File: config.mk
export PLATFORM = sky130hd
export DESIGN_NAME = pixel_filter_pipeline
export DESIGN_NICKNAME = d
export VERILOG_FILES = /design/src/rtl/pixel_filter_pipeline.sv
export SDC_FILE = /design/constraint.sdc
export NUM_CORES = 1
export LEC_CHECK = 0
export CAP_MARGIN = 20
export CORE_MARGIN = 1
export CORE_UTILIZATION = 45
export DETAILED_ROUTE_END_ITERATION = 10
export GPL_ROUTABILITY_DRIVEN = 0
export PLACE_DENSITY = 0.85
export SYNTH_ARGS = -nofsm -noshare
export SYNTH_HDL_FRONTEND = slang
export SYNTH_SLANG_ARGS = --single-unit
File: constraint.sdc
create_clock -name clk -period 3.3 [get_ports clk]
set_clock_uncertainty 0.05 [all_clocks]
set_input_delay 0.33 -clock clk [delete_from_list [all_inputs] [get_ports clk]]
set_output_delay 0.33 -clock clk [all_outputs]
set_load 0.005 [all_outputs]
File: src/rtl/pixel_filter_pipeline.sv
// Two-stage pixel filter (pass/brighten/invert/threshold) with aligned sync delay.
// Optional FRAME_STATS_EN adds a per-frame visible-pixel counter on frame_pixels.
module pixel_filter_pipeline #(
  parameter int unsigned PIX_W       = 8,
  parameter int unsigned CHANNELS    = 3,
  parameter int unsigned BRIGHT_STEP = 32,
  parameter int unsigned THRESH      = 128
) (
  input  logic                      clk,
  input  logic                      reset,
  input  logic                      frame_start,
  input  logic                      in_valid,
  input  logic [CHANNELS*PIX_W-1:0] in_pixel,
  input  logic                      in_hsync,
  input  logic                      in_vsync,
  input  logic                      in_blank_n,
  input  logic [1:0]                mode_req,
  input  logic                      bright_up,
  input  logic                      bright_down,
  output logic                      out_valid,
  output logic [CHANNELS*PIX_W-1:0] out_pixel,
  output logic                      out_hsync,
  output logic                      out_vsync,
  output logic                      out_blank_n,
  output logic [1:0]                active_mode,
  output logic [2:0]                bright_level
`ifdef FRAME_STATS_EN
  ,
  output logic [19:0]               frame_pixels
`endif
);

  localparam int unsigned EXT_W = PIX_W + 3;
  localparam logic [PIX_W-1:0] MAX = '1;
  localparam logic [EXT_W-1:0] MAX_EXT = EXT_W'(MAX);
  localparam logic [PIX_W-1:0] THRESH_P = PIX_W'(THRESH);

  logic [2:0]                pending_level_q, pending_level_d;
  logic [1:0]                pending_mode_q;
  logic [1:0]                active_mode_q;
  logic [2:0]                bright_level_q;
  logic [CHANNELS*EXT_W-1:0] s1_pixel_q, s1_pixel_d;
  logic                      s1_valid_q, s1_hsync_q, s1_vsync_q, s1_blank_n_q;
  logic [CHANNELS*PIX_W-1:0] out_pixel_q, out_pixel_d;
  logic                      out_valid_q, out_hsync_q, out_vsync_q, out_blank_n_q;
  logic [EXT_W-1:0]          bright_add;

  always_comb begin
    pending_level_d = pending_level_q;
    if (bright_up && !bright_down && pending_level_q != 3'd7) begin
      pending_level_d = pending_level_q + 3'd1;
    end else if (bright_down && !bright_up && pending_level_q != 3'd0) begin
      pending_level_d = pending_level_q - 3'd1;
    end
  end

  // Stage 1: per-channel arithmetic in widened form, saturation deferred to stage 2
  always_comb begin
    logic [PIX_W-1:0] p;
    bright_add = EXT_W'(32'(bright_level_q) * BRIGHT_STEP);
    s1_pixel_d = '0;
    for (int c = 0; c < int'(CHANNELS); c++) begin
      p = in_pixel[c*PIX_W +: PIX_W];
      unique case (active_mode_q)
        2'd0: s1_pixel_d[c*EXT_W +: EXT_W] = EXT_W'(p);
        2'd1: s1_pixel_d[c*EXT_W +: EXT_W] = EXT_W'(p) + bright_add;
        2'd2: s1_pixel_d[c*EXT_W +: EXT_W] = EXT_W'(MAX - p);
        2'd3: s1_pixel_d[c*EXT_W +: EXT_W] = (p >= THRESH_P) ? MAX_EXT : '0;
        default: s1_pixel_d[c*EXT_W +: EXT_W] = '0;
      endcase
    end
  end

  always_comb begin
    logic [EXT_W-1:0] v;
    out_pixel_d = '0;
    for (int c = 0; c < int'(CHANNELS); c++) begin
      v = s1_pixel_q[c*EXT_W +: EXT_W];
      if (s1_valid_q && s1_blank_n_q) begin
        out_pixel_d[c*PIX_W +: PIX_W] = (v > MAX_EXT) ? MAX : v[PIX_W-1:0];
      end
    end
  end

  always_ff @(posedge clk or posedge reset) begin
    if (reset) begin
      pending_level_q <= '0;
      pending_mode_q  <= '0;
      active_mode_q   <= '0;
      bright_level_q  <= '0;
      s1_pixel_q      <= '0;
      s1_valid_q      <= 1'b0;
      s1_hsync_q      <= 1'b1;
      s1_vsync_q      <= 1'b1;
      s1_blank_n_q    <= 1'b0;
      out_pixel_q     <= '0;
      out_valid_q     <= 1'b0;
      out_hsync_q     <= 1'b1;
      out_vsync_q     <= 1'b1;
      out_blank_n_q   <= 1'b0;
    end else begin
      pending_level_q <= pending_level_d;
      pending_mode_q  <= mode_req;
      // Applied values come from the pending regs as they stood before this edge
      if (frame_start) begin
        active_mode_q  <= pending_mode_q;
        bright_level_q <= pending_level_q;
      end
      s1_pixel_q    <= s1_pixel_d;
      s1_valid_q    <= in_valid;
      s1_hsync_q    <= in_hsync;
      s1_vsync_q    <= in_vsync;
      s1_blank_n_q  <= in_blank_n;
      out_pixel_q   <= out_pixel_d;
      out_valid_q   <= s1_valid_q;
      out_hsync_q   <= s1_hsync_q;
      out_vsync_q   <= s1_vsync_q;
      out_blank_n_q <= s1_blank_n_q;
    end
  end

  assign out_pixel    = out_pixel_q;
  assign out_valid    = out_valid_q;
  assign out_hsync    = out_hsync_q;
  assign out_vsync    = out_vsync_q;
  assign out_blank_n  = out_blank_n_q;
  assign active_mode  = active_mode_q;
  assign bright_level = bright_level_q;

`ifdef FRAME_STATS_EN
  logic [19:0] pix_cnt_q, pix_cnt_inc;
  logic [19:0] frame_pixels_q;

  always_comb begin
    pix_cnt_inc = pix_cnt_q;
    if (in_valid && in_blank_n && pix_cnt_q != 20'hFFFFF) begin
      pix_cnt_inc = pix_cnt_q + 20'd1;
    end
  end

  always_ff @(posedge clk or posedge reset) begin
    if (reset) begin
      pix_cnt_q      <= '0;
      frame_pixels_q <= '0;
    end else if (frame_start) begin
      frame_pixels_q <= pix_cnt_inc;
      pix_cnt_q      <= '0;
    end else begin
      pix_cnt_q <= pix_cnt_inc;
    end
  end

  assign frame_pixels = frame_pixels_q;
`endif

endmodule

==> impl_metrics.ini <==
[run]
max_cap_violations = 0

[power]
leakagePower_nw = 1.77
power_density_nw_per_um2 = 658
total_design_power_mw = 2.60
vdd_drop_max_v = 0.000541

[floorplanning]
die-area_sq_um = 6980
ioPinCount = 68
core-area_sq_um = 6390
dieHeight_microns = 83.6
rows = 29
die_x_microns = 83.6
effective_utilization_at_floorplan = 0.469

[worst_hold_path]
hold_path.class = primary input to async pin

[timing]
setup_repair_after_global_routing_missed_its_margin = false
fin_setup_tns_ns = 0
worstMarginPinSlew_ns = 0.789
timing.max_slew.rel_slack = 0.473
fin_crit_share = 0.679
finalSetupViolCount = 0
hold_viol = 0
timing.final.crit_period_ns = 2.24
timing.final.max_slew_violations = 0
clock.fmax_mhz = 446

[yosys]
async_flop_share = 1.00
ys_seq_area_frac = 0.579
netlist_instances = 269
synth-edff-count = 0
synth_fp_nets = 317
syn-mean-instance-area_sq_um = 11.1
synth-warning-count = 0
synth_ff_type = sky130_fd_sc_hd__dfrtp_1
syn-cell-area_sq_um = 2990
synth-seq-cells = 69
synthDistinctLibCells = 31

[cts]
cts.sink_count = 69
clk_pin_slew_worst_paths_ns = 0.07
cts-root-buf = sky130_fd_sc_hd__clkbuf_8
post_cts_buffers = 0
cts_made_buffers = 9
cts_hold_buffers = 0
clock_tree_buf_depth = 2
ctsResizeCount = 0
worst_skew_pair.late_latency_ns = 0.34
tritoncts_clock_tree = done
h_tree_level_count = 3

[cells_and_area]
layout.filler_cells = 487
final_nets = 382
layout-drive-gt1-share = 0.106
antenna_cells = 0
area.growth.synth_to_final_pct = 32.2

[critical_path]
path_max_fanout = 9
critPathCaptureType = register
worst_setup_path_start_kind = primary input
required_ns = 3.53
arrival_ns = 2.47
path_class = primary input to register

[routing]
drt.antenna.violating_nets = 0
total_via_count_in_the_routed_design = 2126
post_drt_via_cell_ratio = 5.11
drt_iter0_markers = 104
detail_route.wirelength_mm = 5.92
number_of_iterations_in_the_first_detailed_routing_pass = 5
drcViolationCount = 0
post_drt_wl_per_cell_microns = 14.2

[global_routing]
pin_count_of_the_biggest_net_entering_global_routing = 54
antenna_found_initial = 0
total_routing_usage_gr = 0.187
globalRouteOverflowTotal = 0
first_global_vias = 2053
global_route_wire_length_before_repair_mm = 9.96

[run_status]
outcome = finished clean

[placed_design]
hpwlAfterDp_mm = 4.06
numPortBuffers = 67
placed cells by master, fill, tap and decap left out, drive strengths merged, types with 5 or more instances in the layout:
cell type / instances
a21oi: 5
o21ai: 27
inv: 18
mux2: 5
o211ai: 25
nand2b: 8
nor2: 53
clkdlybuf4s50: 67
ha: 9
xnor2: 9
clkbuf: 11
dfrtp: 65
report_power, final:
| part | switching [mW] | internal, mW |
|---|---|---|
| logic | 0.290 | 0.345 |
| registers | 0.130 | 0.978 |
| clock network | 0.315 | 0.544 |
| total | 0.735 | 1.87 |
metal layers:
metal  track usage  vias up  part of all wire
li1              -     1029                 -
met1         0.224     1028              0.41
met2         0.312       61              0.52
met3        0.0712        8             0.057
met4        0.0586        0             0.012
met5             0        -                 0
logic make-up after synthesis:
family / count (synthesis) / synth area share
and+or+nand+nor: 67 / 0.104
AOI/OAI and AO/OA: 67 / 0.143
muxes: 6 / 0.0222
DFF: 69 / 0.579
buffers and inverters: 35 / 0.0527
adders and majority gates: 13 / 0.0644
xor gates and xnor gates: 12 / 0.0351
synthesized netlist by cell type, types with 2 or more instances:
master                     number  area (sq um)
sky130_fd_sc_hd__a21o_1         4          30.0
sky130_fd_sc_hd__a21oi_1        5          25.0
sky130_fd_sc_hd__and3b_2        2          20.0
sky130_fd_sc_hd__buf_2          6          30.0
sky130_fd_sc_hd__buf_6          2          22.5
sky130_fd_sc_hd__clkbuf_1       8          30.0
sky130_fd_sc_hd__dfrtp_1       65          1630
sky130_fd_sc_hd__dfstp_2        4           105
sky130_fd_sc_hd__fa_1           4          80.1
sky130_fd_sc_hd__ha_1           9           113
sky130_fd_sc_hd__inv_1         18          67.6
sky130_fd_sc_hd__mux2_2         5          56.3
sky130_fd_sc_hd__nand2b_1       7          43.8
sky130_fd_sc_hd__nor2_1        53           199
sky130_fd_sc_hd__o211ai_1      25           188
sky130_fd_sc_hd__o21ai_0       26           130
sky130_fd_sc_hd__o32ai_1        2          17.5
sky130_fd_sc_hd__xnor2_1        9          78.8
sky130_fd_sc_hd__xor2_1         3          26.3
flip-flops by register name, indices dropped and copies added (netlist names):
signal / flops
s1_blank_n_q: 1
pending_level_q: 3
s1_hsync_q: 1
s1_pixel_q: 27
out_blank_n: 1
out_vsync: 1
out_pixel: 24
s1_vsync_q: 1
active_mode: 2
out_hsync: 1
out_valid: 1
pending_mode_q: 2
bright_level: 3
s1_valid_q: 1
worst max-delay path: stages:
cell and delay, ns:
sky130_fd_sc_hd__clkdlybuf4s50_1 0.62, sky130_fd_sc_hd__or2b_1 0.29, sky130_fd_sc_hd__a31o_2 0.23, sky130_fd_sc_hd__fa_1 0.51, sky130_fd_sc_hd__inv_1 0.06, sky130_fd_sc_hd__o32ai_1 0.31
sky130_fd_sc_hd__a21o_1 0.13
through the flow:
| step | hold WS [ns] | area (sq um) | cells | setup slack, ns | utilization |
|---|---|---|---|---|---|
| floorplan | 0.284 | 2990 | 269 | 1.19 | - |
| global placement | 0.296 | 3700 | 400 | 0.826 | 0.579 |
| detailed placement | 0.297 | 3700 | 400 | 0.718 | 0.579 |
| CTS | 0.307 | 3960 | 416 | 1.09 | 0.620 |
| global route | 0.311 | 3960 | 416 | 0.979 | 0.620 |
| finish | 0.305 | 3960 | 416 | 1.06 | 0.620 |
area by class of cell:
| type | count | area (sq um) | area share |
|---|---|---|---|
| Inverter | 18 | 67.6 | 0.0171 |
| Multi-Input combinational cell | 165 | 1100 | 0.279 |
| Timing Repair Buffer | 71 | 701 | 0.177 |
| Tap cell | 77 | 96.3 | 0.0243 |
| Clock inverter | 5 | 106 | 0.0269 |
| Clock buffer | 11 | 151 | 0.0383 |
| Sequential cell | 69 | 1730 | 0.438 |
path summary, 6_finish.rpt:
kind | slack (ns) | startpoint | cells past startpoint | to
max in group asynchronous | 2.21 | reset | 3 | pending_level_q[1]
hold reg to reg | 0.31 | s1_hsync_q | 0 | out_hsync
setup reg to reg | 1.40 | pending_level_q[2] | 5 | pending_level_q[1]
hold / removal | 0.31 | reset | 2 | out_pixel[12]
min in group clk | 0.31 | s1_hsync_q | 0 | out_hsync
setup / recovery | 1.06 | bright_up | 7 | pending_level_q[1]
(Power assumes the default switching activity.)
